`src/rtl/reset_sequencer_if.sv`:
```
// rtl/reset_sequencer_if.sv - request/lock inputs and sequenced reset outputs of the reset sequencer
interface reset_sequencer_if #(
  parameter int NUM_SRC  = 1,
  parameter int NUM_LOCK = 2,
  parameter int NUM_OUT  = 3
);
  logic [NUM_SRC-1:0]  i_rst_req;
  logic [NUM_LOCK-1:0] i_pll_locked;
  logic [NUM_OUT-1:0]  o_rst;
  logic                o_busy;
  logic [1:0]          o_cause;

  modport master (
    output i_rst_req, i_pll_locked,
    input  o_rst, o_busy, o_cause
  );

  modport slave (
    input  i_rst_req, i_pll_locked,
    output o_rst, o_busy, o_cause
  );
endinterface

```
`src/rtl/reset_sequencer.sv`:
```
// rtl/reset_sequencer.sv - synchronises and debounces reset/lock inputs, releases NUM_OUT resets in order
module reset_sequencer #(
  parameter int NUM_SRC         = 1,
  parameter int NUM_LOCK        = 2,
  parameter int SYNC_STAGES     = 2,
  parameter int DEBOUNCE_CYCLES = 25_000_000,
  parameter int NUM_OUT         = 3,
  parameter int STAGE_GAP       = 16
) (
  input logic              clk_25mhz,
  input logic              rst_25mhz,
  reset_sequencer_if.slave bus
);
  localparam int DBW        = (DEBOUNCE_CYCLES > 1) ? $clog2(DEBOUNCE_CYCLES) : 1;
  localparam int LAST_STAGE = (NUM_OUT - 1) * STAGE_GAP;
  localparam int STW        = (LAST_STAGE > 0) ? $clog2(LAST_STAGE + 1) : 1;
  localparam logic [DBW-1:0]     DB_INIT    = DBW'(DEBOUNCE_CYCLES - 1);
  localparam logic [STW-1:0]     ST_LAST    = STW'(LAST_STAGE);
  localparam logic [NUM_OUT-1:0] ENTRY_MASK = ~NUM_OUT'(1);

  typedef enum logic [1:0] {
    ST_ASSERT,
    ST_DEBOUNCE,
    ST_RELEASE,
    ST_RUN
  } state_t;

  logic [SYNC_STAGES-1:0] req_sync_q  [NUM_SRC];
  logic [SYNC_STAGES-1:0] lock_sync_q [NUM_LOCK];

  state_t             state_q;
  logic [DBW-1:0]     db_cnt_q;
  logic [STW-1:0]     stage_q;
  logic [NUM_OUT-1:0] o_rst_q;
  logic               o_busy_q;
  logic [1:0]         o_cause_q;

  logic [NUM_SRC-1:0]  req_s;
  logic [NUM_LOCK-1:0] lock_s;
  logic                req, lost, clean;
  logic [NUM_OUT-1:0]  rel_mask_d;

  // Lock chains clear to 0 so the PLLs read as unlocked until they refill.
  always_ff @(posedge clk_25mhz) begin
    for (int i = 0; i < NUM_SRC; i++) begin
      if (rst_25mhz) req_sync_q[i] <= '0;
      else           req_sync_q[i] <= {req_sync_q[i][SYNC_STAGES-2:0], bus.i_rst_req[i]};
    end
    for (int j = 0; j < NUM_LOCK; j++) begin
      if (rst_25mhz) lock_sync_q[j] <= '0;
      else           lock_sync_q[j] <= {lock_sync_q[j][SYNC_STAGES-2:0], bus.i_pll_locked[j]};
    end
  end

  always_comb begin
    for (int i = 0; i < NUM_SRC; i++)  req_s[i]  = req_sync_q[i][SYNC_STAGES-1];
    for (int j = 0; j < NUM_LOCK; j++) lock_s[j] = lock_sync_q[j][SYNC_STAGES-1];
    req   = |req_s;
    lost  = ~&lock_s;
    clean = !req && !lost;
    // Bits due to be clear once the stage counter advances.
    rel_mask_d = '1;
    for (int k = 0; k < NUM_OUT; k++) begin
      if (k * STAGE_GAP <= int'(stage_q) + 1) rel_mask_d[k] = 1'b0;
    end
  end

  always_ff @(posedge clk_25mhz) begin
    if (rst_25mhz) begin
      state_q   <= ST_ASSERT;
      db_cnt_q  <= DB_INIT;
      stage_q   <= '0;
      o_rst_q   <= '1;
      o_busy_q  <= 1'b1;
      o_cause_q <= 2'd0;
    end else if (!clean && state_q != ST_ASSERT) begin
      state_q   <= ST_ASSERT;
      o_rst_q   <= '1;
      o_busy_q  <= 1'b1;
      o_cause_q <= req ? 2'd1 : 2'd2;
    end else begin
      case (state_q)
        ST_ASSERT: begin
          o_rst_q  <= '1;
          o_busy_q <= 1'b1;
          if (clean) begin
            state_q  <= ST_DEBOUNCE;
            db_cnt_q <= DB_INIT;
          end
        end
        ST_DEBOUNCE: begin
          if (db_cnt_q == '0) begin
            state_q <= ST_RELEASE;
            stage_q <= '0;
            o_rst_q <= ENTRY_MASK;
          end else begin
            db_cnt_q <= db_cnt_q - DBW'(1);
          end
        end
        ST_RELEASE: begin
          if (stage_q == ST_LAST) begin
            state_q  <= ST_RUN;
            o_rst_q  <= '0;
            o_busy_q <= 1'b0;
          end else begin
            stage_q <= stage_q + STW'(1);
            o_rst_q <= o_rst_q & rel_mask_d;
          end
        end
        default: begin
          o_rst_q  <= '0;
          o_busy_q <= 1'b0;
        end
      endcase
    end
  end

  assign bus.o_rst   = o_rst_q;
  assign bus.o_busy  = o_busy_q;
  assign bus.o_cause = o_cause_q;
endmodule
```
`src/flat_wrapper.sv`:
```
// flat-port wrapper written by rule: the top's interface ports become plain ports
module reset_sequencer_flat 
#(
  parameter int NUM_SRC         = 1,
  parameter int NUM_LOCK        = 2,
  parameter int SYNC_STAGES     = 2,
  parameter int DEBOUNCE_CYCLES = 25_000_000,
  parameter int NUM_OUT         = 3,
  parameter int STAGE_GAP       = 16
)
  (clk_25mhz, rst_25mhz, bus_i_rst_req, bus_i_pll_locked, bus_o_rst, bus_o_busy, bus_o_cause);
  reset_sequencer_if #(.NUM_SRC(NUM_SRC), .NUM_LOCK(NUM_LOCK), .NUM_OUT(NUM_OUT)) bus_i ();
  input logic clk_25mhz;
  input logic rst_25mhz;
  input wire logic [$bits(bus_i.i_rst_req)-1:0] bus_i_rst_req;
  input wire logic [$bits(bus_i.i_pll_locked)-1:0] bus_i_pll_locked;
  output wire logic [$bits(bus_i.o_rst)-1:0] bus_o_rst;
  output wire logic [$bits(bus_i.o_busy)-1:0] bus_o_busy;
  output wire logic [$bits(bus_i.o_cause)-1:0] bus_o_cause;
  assign bus_i.i_rst_req = bus_i_rst_req;
  assign bus_i.i_pll_locked = bus_i_pll_locked;
  assign bus_o_rst = bus_i.o_rst;
  assign bus_o_busy = bus_i.o_busy;
  assign bus_o_cause = bus_i.o_cause;
  reset_sequencer #(.NUM_SRC(NUM_SRC), .NUM_LOCK(NUM_LOCK), .SYNC_STAGES(SYNC_STAGES), .DEBOUNCE_CYCLES(DEBOUNCE_CYCLES), .NUM_OUT(NUM_OUT), .STAGE_GAP(STAGE_GAP)) u_core (.clk_25mhz(clk_25mhz), .rst_25mhz(rst_25mhz), .bus(bus_i));
endmodule
```
`config.mk`:
```
export PLATFORM = sky130hd
export DESIGN_NAME = reset_sequencer_flat
export DESIGN_NICKNAME = d
export VERILOG_FILES = /design/src/rtl/reset_sequencer_if.sv /design/src/rtl/reset_sequencer.sv /design/src/flat_wrapper.sv
export SDC_FILE = /design/constraint.sdc
export NUM_CORES = 1
export LEC_CHECK = 0
export ABC_AREA = 1
export BUFFER_PORTS_ARGS = -buffer_cell sky130_fd_sc_hd__buf_2
export CAP_MARGIN = 10
export CORE_ASPECT_RATIO = 0.75
export CORE_MARGIN = 3
export CORE_UTILIZATION = 45
export CTS_BUF_LIST = sky130_fd_sc_hd__clkbuf_4
export CTS_CLUSTER_DIAMETER = 200
export DETAILED_ROUTE_END_ITERATION = 16
export GPL_TIMING_DRIVEN = 0
export PLACE_DENSITY = 0.69
export SLEW_MARGIN = 20
export SYNTH_ARGS = -nofsm -noshare
export SYNTH_HDL_FRONTEND = slang
export SYNTH_SLANG_ARGS = --single-unit
```
`constraint.sdc`:
```
create_clock -name clk_25mhz -period 2 [get_ports clk_25mhz]
set_input_delay 0.5 -clock clk_25mhz [delete_from_list [all_inputs] [get_ports clk_25mhz]]
set_output_delay 0.5 -clock clk_25mhz [all_outputs]
set_load 0.1 [all_outputs]
```
==> results of run 1 <==
-- per-stage QoR --
stage / utilization / setup TNS [ns] / setup WS (ns)
6_report: 0.528 / 0 / 0.135
5_1_grt: 0.528 / 0 / 0.0157
2_1_floorplan: - / 0 / 0.300
4_1_cts: 0.522 / 0 / 0.0359
3_3_place_gp: 0.508 / -0.0218 / -0.00606
3_5_place_dp: 0.508 / -0.0196 / -0.0128
-- where the power goes --
part           internal, mW  leakage (nW)  switching [mW]  total, mW
sequential             1.01         0.366          0.0866       1.09
clock                 0.255        0.0410           0.313      0.568
combinational         0.308         0.805           0.943       1.25
total                  1.57          1.21            1.34       2.91
-- worst paths after layout --
path / from / to / slack [ns] / depth (start not counted)
setup / recovery: u_core.db_cnt_q[0] / u_core.db_cnt_q[16] / 0.13 / 10
hold / removal: bus_i_rst_req / u_core.req_sync_q[0][0] / 0.33 / 3
hold reg to reg: u_core.lock_sync_q[1][0] / u_core.lock_sync_q[1][1] / 0.41 / 2
setup reg to reg: u_core.db_cnt_q[0] / u_core.db_cnt_q[16] / 0.13 / 10
-- kinds of logic after synthesis --
logic type / Yosys count / share of synthesized area
adders and majority gates: 8 / 0.0373
DFF: 45 / 0.336
xor gates and xnor gates: 11 / 0.0359
and+or+nand+nor: 253 / 0.415
buffers and inverters: 48 / 0.0789
AOI/OAI and AO/OA: 33 / 0.0966
-- repair_timing --
item,CTS,global route
buffers inserted,0,2
pin swaps,0,1
setup endpoints to repair,13,31
gates resized for setup,2,4
-- sequential cells by signal, indices dropped and copies added, names as in the netlist --
name,flops
u_core.bus.o_busy,1
u_core.req_sync_q,2
u_core.db_cnt_q,25
u_core.bus.o_cause,2
u_core.lock_sync_q,4
u_core.state_q,2
u_core.stage_q,6
u_core.bus.o_rst,3
-- layout make-up --
| type | instances | share of cell area |
|---|---|---|
| tap | 75 | 0.0320 |
| timing repair buffer | 11 | 0.0205 |
| inverter | 38 | 0.0487 |
| multi-input combinational | 305 | 0.544 |
| sequential | 45 | 0.307 |
| buffer | 9 | 0.0226 |
| clock inverter | 2 | 0.0120 |
| clock buffer | 5 | 0.0128 |
-- metal layers --
| layer | track usage | vias up |
|---|---|---|
| li1 | - | 1296 |
| met1 | 0.290 | 1125 |
| met2 | 0.264 | 56 |
| met3 | 0.0464 | 5 |
| met4 | 0.0400 | 0 |
| met5 | 0 | - |
-- critical path, stage by stage (launching register included) --
cell and delay (ns):
dfxtp_1 0.36, inv_1 0.16, ha_4 0.21, nand2_2 0.09, nor2_4 0.15, nand2_4 0.09, o21ai_2 0.18, nand2_2 0.15
buf_6 0.19, o21ai_2 0.06, nand3_1 0.09
-- placed cells by master (no fill, tap or decap), types with 3 or more instances in the layout --
cell type / n
nand3_1: 39
buf_4: 3
nor2_1: 80
nand2_1: 99
o21ai_0: 6
xnor2_1: 6
a21oi_2: 6
clkbuf_4: 5
o211ai_2: 4
nand3b_1: 5
xor2_1: 5
dfxtp_1: 45
inv_1: 36
nor2_4: 4
nor2_2: 3
a21oi_1: 6
ha_1: 7
nand4_1: 10
nand2_2: 8
o21ai_2: 6
buf_2: 11
==> results.toml, run 1 <==
[route]
wirelength_um = 6170
top_layer = "met4"
postRouteAntennaNets = 0
initialDrtViolationCount = 153
wl_met2_um = 2490
route.detailed.drc = 0
post_drt_via_cell_ratio = 5.07
vias = 2482
avgRoutedWirePerCell_um = 12.6
drtPass1Iterations = 5
wl_met3_um = 325
wl_met1_um = 3300

[sta]
clock.fmax_ghz = 0.536
rsz0062_at_grt = "false"
setup-violations-final = 0
hold_viol = 0
drv_slew = 0
clock_skew_ns = 0.0109
holdWs_ns = 0.328
relSlewSlack = 0.526
period_needed_ns = 1.87
tightest_slew_ns = 0.711
final.period_utilization = 0.933

[power_and_ir_drop]
power_density_nw_per_um2 = 994
power_mw = 2.91
p_leak_nw = 1.21
irDropWorstVdd_v = 0.000455

[clock_network]
clock-sinks = 45
htree_levels = 2
cts_root_buf = "clkbuf_4"
clkTransAtPathRegs_ns = 0.13
numCtsBuffers = 5
clk_latency_ns = 0.36
holdBufCountCts = 0
tritoncts = "built"
clock_tree.buffer_depth = 2

[floorplanning]
die-area_um2 = 6930
start_util = 0.483
ios = 11
die_y_um = 72.9
num_rows = 23
die_x_um = 95.1
core_area_um2 = 5550

[synthesis]
synth-edff-count = 0
syn-cell-area_um2 = 2680
synth.avg_cell_area_um2 = 6.74
yosysTopAreaCellShare = 0.336
async_flop_share = 0
synth.net_count = 411
seq_area_frac_synth = 0.336
synth_seq_cells = 45
yosysMostFrequentCell = "nand2_1"
synth-main-ff-cell = "dfxtp_1"
yosysWarnings = 0
ys_types = 32
synthTopCellsByArea = "dfxtp_1 (34%), nand2_1 (14%), nor2_1 (11%), nand3_1 (7.3%), inv_1 (5.0%)"
synthCells = 398
post-synth-top-area-cell = "dfxtp_1"
synthTopCellsByCount = "nand2_1 (99), nor2_1 (81), dfxtp_1 (45)"

[critical_path]
cp.required_ns = 2.23
startpoint_type = "register"
worstSetupPathType = "register to register"
crit_fanout = 10
worstPathArrival_ns = 2.10
setup.worst_path.end_class = "register"

[cells_and_area]
multi_input_area_um2 = 1590
register_area_um2 = 901
syn_to_final_growth_pct = 9.29
final_area_um2 = 2930
fill_cells = 553
post_route_cells_drive_above_1_share = 0.149
final_cells = 490
diodes = 0
nets = 428

[place]
gp_congestion = 0.914
dp.cells = 482
hpwlAfterDp_um = 4640
dpl-instance-area_um2 = 2820
port_buffers = 9

[global_routing]
grt_first_pass_wirelength_um = 10300
grt_max_degree = 14
gr-total-overflow = 0
antenna_found_initial = 0
grt_pass1_vias = 2159
grt_use_total = 0.189

[min_path]
hold_path.class = "input port to register"

[job]
drv_cap = 0

[run_status]
status = "finished clean"
(Power assumes the default switching activity.)
==> run 2: changes to the inputs <==
--- a/config.mk
+++ b/config.mk
@@ -6,7 +6,6 @@
 export NUM_CORES = 1
 export LEC_CHECK = 0
 export ABC_AREA = 1
-export BUFFER_PORTS_ARGS = -buffer_cell sky130_fd_sc_hd__buf_2
 export CAP_MARGIN = 10
 export CORE_ASPECT_RATIO = 0.75
 export CORE_MARGIN = 3
@@ -14,8 +13,10 @@
 export CTS_BUF_LIST = sky130_fd_sc_hd__clkbuf_4
 export CTS_CLUSTER_DIAMETER = 200
 export DETAILED_ROUTE_END_ITERATION = 16
+export DONT_BUFFER_PORTS = 1
 export GPL_TIMING_DRIVEN = 0
-export PLACE_DENSITY = 0.69
+export PLACE_DENSITY = 0.68
+export SKIP_CTS_REPAIR_TIMING = 1
 export SLEW_MARGIN = 20
 export SYNTH_ARGS = -nofsm -noshare
 export SYNTH_HDL_FRONTEND = slang
==> run 2 against run 1 <==
  * Sequential cell count did not move
  * Sequential power rose by 30%
  * Non-clock buffer count fell by 11
  * Largest cell class unchanged
  * Critical endpoint is now bus_o_rst[1]
  * Combinational power fell by 29%
  * First-iteration DRC count rose by 33%
  * Global-route usage rose by 0.16 points
  * Register-to-register slack barely moved
  * Highest routed layer unchanged
==> results.toml, run 2 (same netlist as run 1, synthesis figures left out) <==
[run_status]
status = "finished clean"

[global_routing]
gr-total-overflow = 0
grt_max_degree = 15
grt_use_total = 0.191
antenna_found_initial = 0
grt_pass1_vias = 2165
grt_first_pass_wirelength_um = 10400

[min_path]
whs_path_depth = 2
hold_path.class = "input port to register"

[cells_and_area]
largest_register = "u_core.db_cnt_q"
final_cells = 480
post_route_cells_drive_above_1_share = 0.131
layout_commonest_cell = "nand2_1"
syn_to_final_growth_pct = 8.17
final_cell_mix = "nand2_1 (99), nor2_1 (80), dfxtp_1 (45), nand3_1 (39), inv_1 (35)"
nets = 417
largest_reg_flops = 25
top_regs = "u_core.db_cnt_q x25, u_core.stage_q x6, u_core.lock_sync_q x4"
diodes = 0

[floorplanning]
die_y_um = 72.9
ios = 11
start_util = 0.483
num_rows = 23
die_x_um = 95.1
die-area_um2 = 6930
core_area_um2 = 5550

[sta]
period_needed_ns = 1.86
clock_skew_ns = 0.00758
tightest_slew_ns = 0.991
drv_slew = 0
layout_setup_ws_ns = 0.135
relSlewSlack = 0.339
final.period_utilization = 0.932
clock.fmax_ghz = 0.536
rsz0062_at_grt = "false"
hold_viol = 0
setup-violations-final = 0
tns_ns = 0

[critical_path]
cp.depth = 0
worstSetupPathType = "register to output pin"
setup.worst_path.end_class = "output pin"
r2r_slack_ns = 0.14
crit_end = "bus_o_rst[1]"
rr_worst_depth = 10
r2r_start = "u_core.db_cnt_q[0]"
startpoint_type = "register"
startpoint = "u_core.bus.o_rst[1]"
worstPathArrival_ns = 1.36
regToRegEndpoint = "u_core.db_cnt_q[5]"
crit_fanout = 3
cp.required_ns = 1.50

[clock_network]
clkTransAtPathRegs_ns = 0.14
clk_latency_ns = 0.36
tritoncts = "built"
cts_root_buf = "clkbuf_4"
clock-sinks = 45
htree_levels = 2
clock_tree.buffer_depth = 2
numCtsBuffers = 5

[power_and_ir_drop]
switching_share = 0.445
p_comb_frac = 0.294
p_leak_nw = 1.18
clkPwrFrac = 0.232
power_frac_seq = 0.473
irDropWorstVdd_v = 0.000413
p_int_mw = 1.67
power_density_nw_per_um2 = 1040
switchingPower_mw = 1.34

[place]
hpwlAfterDp_um = 4680
dp.cells = 473
gp_congestion = 0.967
port_buffers = 0
place_ws_ns = -0.0293

[route]
post_drt_via_cell_ratio = 5.08
top_layer = "met4"
wirelength_um = 6170
avgRoutedWirePerCell_um = 12.9
wl_met3_um = 461
route.detailed.drc = 0
initialDrtViolationCount = 204
vias = 2440
drtPass1Iterations = 4
wl_met1_um = 3210
wl_met2_um = 2470
postRouteAntennaNets = 0

[job]
drv_cap = 0
run 2: layout make-up:
type	instances	area (um^2)
Tap cell	75	93.8
Clock buffer	5	37.5
Inverter	38	143
Multi-Input combinational cell	305	1590
Sequential cell	45	901
Buffer	9	66.3
Fill cell	555	2650
Clock inverter	3	65.1
run 2: worst min-delay path by stage:
stage                                        start                       end  slack, ns
after global routing                 bus_i_rst_req   u_core.req_sync_q[0][0]       0.21
after detailed placement   u_core.req_sync_q[0][0]   u_core.req_sync_q[0][1]       0.39
after floorplan           u_core.lock_sync_q[0][0]  u_core.lock_sync_q[0][1]       0.39
final                                bus_i_rst_req   u_core.req_sync_q[0][0]       0.23
after global placement     u_core.req_sync_q[0][0]   u_core.req_sync_q[0][1]       0.39
after CTS                            bus_i_rst_req   u_core.req_sync_q[0][0]       0.22
run 2: power by group through the flow:
stage | sequential (mW) | combinational (mW) | clock, mW
floorplan | 1.42 | 0.671 | 0
global placement | 1.44 | 0.828 | 0
detailed placement | 1.45 | 0.849 | 0
CTS | 1.43 | 0.853 | 0.713
global route | 1.44 | 1.02 | 0.755
finish | 1.42 | 0.885 | 0.699
run 2: worst register-to-register path: cells and delay by family (launching register included):
| family | cells | cell delay (ns) |
|---|---|---|
| adders and majority gates | 1 | 0.18 |
| AOI/OAI and AO/OA | 2 | 0.25 |
| buffers and inverters | 2 | 0.30 |
| and+or+nand+nor | 5 | 0.62 |
| DFF | 1 | 0.36 |
run 2: stage by stage:
stage / instance area, um^2 / power, mW / hold WS (ns) / util
floorplan: 2680 / 2.09 / 0.388 / -
global placement: 2780 / 2.27 / 0.393 / 0.500
detailed placement: 2780 / 2.30 / 0.394 / 0.500
CTS: 2880 / 2.99 / 0.216 / 0.518
global route: 2900 / 3.22 / 0.206 / 0.522
finish: 2900 / 3.01 / 0.227 / 0.522
run 2: metal layers:
metal / up-vias / global-route usage
li1: 1287 / -
met1: 1083 / 0.293
met2: 66 / 0.269
met3: 4 / 0.0433
met4: 0 / 0.0384
met5: - / 0
